--- src/rtl/e203_clk_ctrl_mc_pkg.sv ---
// ----------------------------------------------------------------------------
// e203_clk_ctrl_mc_pkg
//   Shared types for the multi-channel clock-gating controller.
//   - cg_state_e : per-channel FSM state codes (RUN/HOLD/SLEEP/WAKE)
//   - cg_ctrl_t  : decoded per-channel controls {rdy, ls, en}
//   - cg_decode  : state (+ cgstop override) to control decode
// ----------------------------------------------------------------------------
package e203_clk_ctrl_mc_pkg;

    typedef enum logic [1:0] {
        CG_RUN   = 2'd0,
        CG_HOLD  = 2'd1,
        CG_SLEEP = 2'd2,
        CG_WAKE  = 2'd3
    } cg_state_e;

    typedef struct packed {
        logic rdy;   // clock running and memory awake
        logic ls;    // memory light-sleep request
        logic en;    // clock-gate enable (before the latch)
    } cg_ctrl_t;

    // Outputs depend only on registered state and the cgstop override, so
    // there is never a combinational path from channel activity to rdy/ls/en.
    function automatic cg_ctrl_t cg_decode(input cg_state_e st, input logic cgstop);
        cg_ctrl_t c;
        c = '{rdy: 1'b1, ls: 1'b0, en: 1'b1};
        if (!cgstop) begin
            case (st)
                CG_SLEEP: c = '{rdy: 1'b0, ls: 1'b1, en: 1'b0};
                CG_WAKE:  c = '{rdy: 1'b0, ls: 1'b0, en: 1'b0};
                default:  c = '{rdy: 1'b1, ls: 1'b0, en: 1'b1};
            endcase
        end
        return c;
    endfunction

endpackage

--- src/rtl/e203_clk_ctrl_mc_chnl.sv ---
// ----------------------------------------------------------------------------
// e203_clk_ctrl_mc_chnl
//   One gated clock channel: idle hold-off / light-sleep / wake FSM with a
//   shared down-counter, plus a latch-based clock gate.
// Ports
//   clk_i        in   core clock
//   rst_n_i      in   asynchronous active-low reset
//   test_mode_i  in   force the gate transparent (FSM unaffected)
//   cgstop_i     in   gating override: rdy=1, ls=0, en=1, FSM -> RUN
//   act_i        in   qualified channel activity
//   rdy_o        out  channel clock running and memory awake
//   ls_o         out  memory light-sleep control
//   clk_o        out  gated clock
//   sleep_o      out  channel FSM is in SLEEP
// ----------------------------------------------------------------------------
module e203_clk_ctrl_mc_chnl
    import e203_clk_ctrl_mc_pkg::*;
#(
    parameter int unsigned HOLD_CYC = 2,
    parameter int unsigned WAKE_CYC = 1,
    parameter int unsigned CNT_W    = 4
) (
    input  logic clk_i,
    input  logic rst_n_i,
    input  logic test_mode_i,
    input  logic cgstop_i,
    input  logic act_i,
    output logic rdy_o,
    output logic ls_o,
    output logic clk_o,
    output logic sleep_o
);

    // Counter reload values; a zero cycle count skips the state entirely.
    localparam logic [CNT_W-1:0] HOLD_LD = (HOLD_CYC > 0) ? CNT_W'(HOLD_CYC - 1) : '0;
    localparam logic [CNT_W-1:0] WAKE_LD = (WAKE_CYC > 0) ? CNT_W'(WAKE_CYC - 1) : '0;
    localparam cg_state_e        RST_ST  = (HOLD_CYC > 0) ? CG_HOLD : CG_SLEEP;

    cg_state_e        state_q, state_d;
    logic [CNT_W-1:0] cnt_q, cnt_d;
    cg_ctrl_t         ctrl;
    logic             en_lat_q;

    always_ff @(posedge clk_i or negedge rst_n_i) begin
        if (!rst_n_i) begin
            state_q <= RST_ST;
            cnt_q   <= HOLD_LD;
        end else begin
            state_q <= state_d;
            cnt_q   <= cnt_d;
        end
    end

    always_comb begin
        state_d = state_q;
        cnt_d   = cnt_q;
        if (cgstop_i) begin
            state_d = CG_RUN;
        end else begin
            case (state_q)
                CG_RUN: begin
                    if (!act_i) begin
                        if (HOLD_CYC == 0) begin
                            state_d = CG_SLEEP;
                        end else begin
                            state_d = CG_HOLD;
                            cnt_d   = HOLD_LD;
                        end
                    end
                end
                CG_HOLD: begin
                    if (act_i)              state_d = CG_RUN;
                    else if (cnt_q == '0)   state_d = CG_SLEEP;
                    else                    cnt_d   = cnt_q - 1'b1;
                end
                CG_SLEEP: begin
                    if (act_i) begin
                        if (WAKE_CYC == 0) begin
                            state_d = CG_RUN;
                        end else begin
                            state_d = CG_WAKE;
                            cnt_d   = WAKE_LD;
                        end
                    end
                end
                CG_WAKE: begin
                    // Wake is not abortable; a dropped request is handled by
                    // the normal RUN -> HOLD path afterwards.
                    if (cnt_q == '0) state_d = CG_RUN;
                    else             cnt_d   = cnt_q - 1'b1;
                end
                default: begin
                    state_d = RST_ST;
                    cnt_d   = HOLD_LD;
                end
            endcase
        end
    end

    assign ctrl    = cg_decode(state_q, cgstop_i);
    assign rdy_o   = ctrl.rdy;
    assign ls_o    = ctrl.ls;
    assign sleep_o = (state_q == CG_SLEEP);

    // Glitch-free gate: enable sampled while clk is low, so an en change
    // appears on the gated clock from the next high phase.
    always_latch begin
        if (!clk_i) en_lat_q <= ctrl.en | test_mode_i;
    end

    assign clk_o = clk_i & en_lat_q;

endmodule

--- src/rtl/e203_clk_ctrl_mc.sv ---
// ----------------------------------------------------------------------------
// e203_clk_ctrl_mc
//   Parameterised multi-channel clock-gating controller. Each channel has its
//   own hold-off / light-sleep / wake FSM; the top adds the WFI qualifier and
//   the registered all-channels-asleep PMU hint.
// Ports
//   clk          in   core clock
//   rst_n        in   asynchronous active-low reset
//   test_mode    in   DFT: all gates transparent
//   core_cgstop  in   mcgstop[0]; overrides all gating
//   core_wfi     in   core in WFI
//   ch_active    in   per-channel activity/request  [CH_N]
//   ch_rdy       out  channel clock running, memory awake [CH_N]
//   ch_ls        out  memory light-sleep control [CH_N]
//   clk_ch       out  gated clocks [CH_N]
//   all_gated    out  every channel in SLEEP (registered)
//   clk_aon      out  always-on clock
// ----------------------------------------------------------------------------
module e203_clk_ctrl_mc
    import e203_clk_ctrl_mc_pkg::*;
#(
    parameter int unsigned      CH_N     = 6,
    parameter int unsigned      HOLD_CYC = 2,
    parameter int unsigned      WAKE_CYC = 1,
    parameter int unsigned      CNT_W    = 4,
    parameter logic [CH_N-1:0]  WFI_MASK = 6'b000001
) (
    input  logic            clk,
    input  logic            rst_n,
    input  logic            test_mode,
    input  logic            core_cgstop,
    input  logic            core_wfi,
    input  logic [CH_N-1:0] ch_active,
    output logic [CH_N-1:0] ch_rdy,
    output logic [CH_N-1:0] ch_ls,
    output logic [CH_N-1:0] clk_ch,
    output logic            all_gated,
    output logic            clk_aon
);

    logic [CH_N-1:0] eff_act;
    logic [CH_N-1:0] ch_sleep;
    logic            all_gated_q;

    // Channels flagged in WFI_MASK are treated as idle while the core waits.
    assign eff_act = ch_active & ~(WFI_MASK & {CH_N{core_wfi}});

    for (genvar i = 0; i < CH_N; i++) begin : g_ch
        e203_clk_ctrl_mc_chnl #(
            .HOLD_CYC (HOLD_CYC),
            .WAKE_CYC (WAKE_CYC),
            .CNT_W    (CNT_W)
        ) u_chnl (
            .clk_i       (clk),
            .rst_n_i     (rst_n),
            .test_mode_i (test_mode),
            .cgstop_i    (core_cgstop),
            .act_i       (eff_act[i]),
            .rdy_o       (ch_rdy[i]),
            .ls_o        (ch_ls[i]),
            .clk_o       (clk_ch[i]),
            .sleep_o     (ch_sleep[i])
        );
    end

    always_ff @(posedge clk or negedge rst_n) begin
        if (!rst_n) all_gated_q <= 1'b0;
        else        all_gated_q <= &ch_sleep;
    end

    assign all_gated = all_gated_q;
    assign clk_aon   = clk;

endmodule

--- config.mk ---
export PLATFORM = sky130hd
export DESIGN_NAME = e203_clk_ctrl_mc
export DESIGN_NICKNAME = d
export VERILOG_FILES = /design/src/rtl/e203_clk_ctrl_mc_pkg.sv /design/src/rtl/e203_clk_ctrl_mc_chnl.sv /design/src/rtl/e203_clk_ctrl_mc.sv
export SDC_FILE = /design/constraint.sdc
export NUM_CORES = 1
export LEC_CHECK = 0
export CORE_UTILIZATION = 45
export CTS_BUF_LIST = sky130_fd_sc_hd__clkbuf_4
export DETAILED_ROUTE_END_ITERATION = 6
export PLACE_DENSITY_LB_ADDON = 0.25
export SYNTH_ARGS = -nofsm -noshare
export SYNTH_HDL_FRONTEND = slang
export SYNTH_SLANG_ARGS = --single-unit
--- constraint.sdc ---
create_clock -name clk -period 2.04 [get_ports clk]
set_input_delay 0.408 -clock clk [delete_from_list [all_inputs] [get_ports clk]]
set_output_delay 0.408 -clock clk [all_outputs]
set_load 0.03 [all_outputs]
* After elaboration in Yosys (flattened, before gate mapping)
Index checks and enable logic that the tools add are counted.
** Word-level totals
- Register bits :: 37
- Bits in latches :: 6
- Output and inout bits :: 20
- Word-level logic and storage cells :: 215
** Operators by class
- Add/sub/neg operators :: 6
- Eq/ne operators :: 60
- Mux-type cells :: 90
- Bitwise logic cells :: 15
- Reductions and logical operators :: 25
** Operators with widths (number)
- $mux 4 :: 24
- $pmux 4 s4 :: 6
- $mux 2 :: 36
- $pmux 2 s4 :: 6
- $reduce_and 4->1 :: 12
- $ne 2x2->1 const B :: 18
- $ne 3x3->1 const B :: 12
- $pmux 3 s2 :: 6
- $eq 2x2->1 const B :: 12
- $logic_not 4->1 :: 6
- $ne 4x3->1 const B :: 6
- $sub 4x1->4 const B :: 6
- $mux 3 :: 6
- $ne 3x2->1 const B :: 6
- $eq 2x1->1 const B :: 6
- $logic_not 2->1 :: 6
- $and 1x1->1 :: 6
- $and 6x6->6 :: 1
- $mux 1 :: 6
- $not 1->6 :: 1
- $or 1x1->1 :: 6
- $reduce_and 6->1 :: 1
- $not 1->1 :: 1

* Longest topological paths before layout
- Word-level depth :: 5
- Mapped depth :: 7
- Mapped depth without buffers :: 7

* Cells and area by module
Synthesis repeated with hierarchy kept, for this count alone.
** Unflattened totals
- Cells, all modules :: 240
- Area, all modules :: 2469.9 sq um
** By module, submodules not included
- e203_clk_ctrl_mc_chnl (g_ch[0].u_chnl ...) :: times used 3, cells each 38, area each 409.1 sq um, sequential area each 152.6 sq um
- e203_clk_ctrl_mc_chnl (g_ch[3].u_chnl ...) :: times used 3, cells each 40, area each 396.6 sq um, sequential area each 152.6 sq um
- e203_clk_ctrl_mc :: times used 1, cells each 6, area each 52.6 sq um, sequential area each 25.0 sq um

==> metrics.txt <==
status=finished, violations left; failing checks=setup timing; Critical Path Start Type=latch; Post-Layout Inst Area=3080 sq um; setup TNS=-2930 ps; main combinational cell family by area after synthesis=simple AND/OR/NAND/NOR gates; Clock power frac=0.377; Final ANT Viol Nets=0; initial antenna violation count=0; FF+latch count, synth=43; PwrDens=1230 nW/um^2; CP startpoint=g_ch[4].u_chnl.en_lat_q; clock latency on the worst-skew pair=460 ps; combinational power share=0.281; share of cells above drive strength 1=0.329; Max Cap Viol=0; Ports=31; ys async rst share=0.860; Fin Hold WS=361 ps; mux cell area share after synthesis=0.0491; Post-Synth Simple-Gate Area=0.290; Top FF cell, synth=dfrtp_1; CTS tree=done; fin nets=326; Syn Nets=278; register share of total power=0.342; Port Buffers=30; row count=26; Die Width=75.7 um; placed instance area=2860 sq um; slowest stage cell on the critical path=dlxtn_1; vias in the first global route=1,841; Via Count=1,904; VDD IR-drop max=0.547 mV; final slew viol count=0; vias per cell=5.05; Syn-to-layout area delta=25.7%; CP Buf/Inv Count=1; P_int=2.33 mW; RSZ-0062 raised after global routing=yes; post-synthesis xor/xnor area fraction=0.00358; routed wire length per instance=13.1 um; Final setup viols=12; number of synthesized flops with an enable pin=0; post-synthesis cell count=257; Leak=1.38 nW; YS warnings=0; drt total wl=4.93 mm; CORE AREA=5170 sq um; Hold WC Path Type=input port to async pin; worst-path cell chain=and2_4 > buf_6; Synth Area per Inst=9.52 sq um; post-synthesis compound-gate area fraction=0.0916; Iter 0 DRT Violations=92; GRT Residual Overflow=0; die area=5730 sq um; Final Skew=8.11 ps; Slew @ Worst Pin=488 ps; Stages on worst setup path=2; Post-Synth Adder-Cell Area=0.0512; r2r setup slk=20 ps; Setup crit end kind=output pin; post-synthesis cell area=2450 sq um; Distinct cells, synth=36; gp weighted congestion=0.804; Post-Place Worst Slack=-988 ps; hold_buf cts=0; max_slew headroom=0.675; worst setup margin=-497 ps; crit path capture=clk_ch[4]; Initial Utilization=0.473; Die Y=75.7 um; first-pass GRT wire length=8.00 mm; Initial DRT Pass Iterations=4; FF-to-FF Start=g_ch[2].u_chnl.state_q[1]; Residual DRC=0; CP top delay family=latches; largest net degree at the start of global routing=38; Sw Ratio=0.385; worst-case reg-to-reg path depth=2; NetSw=1.46 mW; max incr delay on CP=410 ps; placed wire-length estimate=3.29 mm; reg2reg end=g_ch[2].u_chnl.en_lat_q; n_diodes=0; crit path kind=latch to output pin; clk slew on worst S/H paths=120 ps; GRT Overall Usage=0.194; Final Hold Violating Endpoints=0; Data required, critical path=1630 ps; fillers=457; Critical Path AT=2130 ps; Max FO, Critical Path=1
-- synthesized netlist by cell type (2+ instances only) --
cell | instances | area share
or4_1 | 7 | 0.021
and2_1 | 6 | 0.015
nor2b_1 | 14 | 0.036
o21a_1 | 3 | 0.0092
buf_4 | 19 | 0.058
nor4bb_1 | 3 | 0.012
ha_1 | 10 | 0.051
nand2b_1 | 12 | 0.031
dlxtn_1 | 6 | 0.037
clkbuf_1 | 2 | 0.0031
nand3b_1 | 6 | 0.018
dfrtp_1 | 25 | 0.26
and4bb_2 | 3 | 0.015
o31ai_1 | 2 | 0.0061
nand4_1 | 3 | 0.0077
nor2_1 | 25 | 0.038
o21ai_0 | 15 | 0.031
nand2_1 | 11 | 0.017
inv_1 | 21 | 0.032
nor4b_1 | 2 | 0.0072
nor3b_1 | 8 | 0.025
or3_1 | 4 | 0.010
mux2i_1 | 12 | 0.049
or4_4 | 2 | 0.0092
dfstp_2 | 12 | 0.13
or2_2 | 6 | 0.015
a21oi_1 | 5 | 0.010
nor4_1 | 3 | 0.0077
a21boi_0 | 3 | 0.0092
-- worst reg2reg max path: stages (launching register included) --
cell and delay, ps:
dfrtp_1 480, or2b_1 290, or2_4 230
-- power by group through the flow --
stage / clock [mW] / combinational [mW] / sequential, mW
2_1_floorplan: 0.685 / 0.660 / 1.23
3_3_place_gp: 0.655 / 0.941 / 1.27
3_5_place_dp: 0.655 / 0.976 / 1.27
4_1_cts: 1.44 / 0.999 / 1.27
5_1_grt: 1.57 / 1.20 / 1.34
6_report: 1.43 / 1.06 / 1.30
-- cells by family after synthesis --
| kind of cell | count (synthesis) |
|---|---|
| xor+xnor | 1 |
| flops | 37 |
| fa+ha+maj | 10 |
| latches | 6 |
| compound gates | 33 |
| buf+inv | 42 |
| simple gates | 116 |
| mux | 12 |
-- registers in the layout (all words and copies together) (netlist names) --
name and count:
g_ch.u_chnl.cnt_q 24, g_ch.u_chnl.en_lat_q 6, g_ch.u_chnl.state_q 12, all_gated 1
-- area by class of cell --
| class | count | area (sq um) | area share |
|---|---|---|---|
| Clock inverter | 2 | 7.51 | 0.00244 |
| Tap cell | 70 | 87.6 | 0.0285 |
| Multi-Input combinational cell | 172 | 1290 | 0.419 |
| Sequential cell | 43 | 1030 | 0.336 |
| Timing Repair Buffer | 51 | 417 | 0.135 |
| Inverter | 21 | 78.8 | 0.0256 |
| Clock buffer | 18 | 161 | 0.0525 |
-- worst min path at each step --
stage,from,endpoint,cells after the start
2_1_floorplan,rst_n,all_gated,0
3_3_place_gp,g_ch[2].u_chnl.cnt_q[0],g_ch[2].u_chnl.cnt_q[0],2
3_5_place_dp,g_ch[0].u_chnl.cnt_q[0],g_ch[0].u_chnl.cnt_q[0],2
4_1_cts,rst_n,g_ch[1].u_chnl.cnt_q[1],2
5_1_grt,rst_n,g_ch[1].u_chnl.cnt_q[1],2
6_report,rst_n,g_ch[4].u_chnl.cnt_q[3],2
-- layout by cell type, fill, tap and decap left out, types with 2 or more instances in the layout --
cell type / count
mux2i_1: 12
or4_1: 4
nand2_1: 11
o31ai_1: 2
clkbuf_4: 11
and4bb_2: 3
inv_2: 2
nor4bb_1: 2
or2_2: 5
dfstp_2: 12
o21ai_1: 3
nand3b_1: 6
dlxtn_2: 2
nand4_1: 3
nor4_4: 3
nor3b_1: 8
or4_4: 5
a21boi_0: 3
clkdlybuf4s50_1: 10
a21oi_1: 5
and2_4: 6
nor4b_1: 2
buf_6: 8
nand2b_1: 12
dlxtn_1: 4
ha_1: 8
nor2_1: 25
dfrtp_1: 25
nor2b_1: 14
buf_4: 38
or3_1: 4
inv_1: 19
o21ai_0: 12
clkinv_1: 2
o21a_1: 3
-- stage by stage --
step	cells	power, mW	util
after global routing	377	4.11	0.595
after CTS	377	3.71	0.579
after floorplan	257	2.58	-
final	377	3.79	0.595
after detailed placement	363	2.90	0.553
after global placement	363	2.87	0.553
-- timing repair --
action                     4_1_cts  5_1_grt
pin swaps                        1        2
setup endpoints to repair       24       25
resized for setup               54       21
buffers inserted                 1        0
-- routing by layer --
| layer | vias to the layer above | track usage | wire (um) |
|---|---|---|---|
| li1 | 959 | - | - |
| met1 | 889 | 0.221 | 2220 |
| met2 | 43 | 0.292 | 2340 |
| met3 | 13 | 0.0873 | 270 |
| met4 | 0 | 0.134 | 102 |
| met5 | - | 0 | 0 |
(Power assumes the default switching activity.)
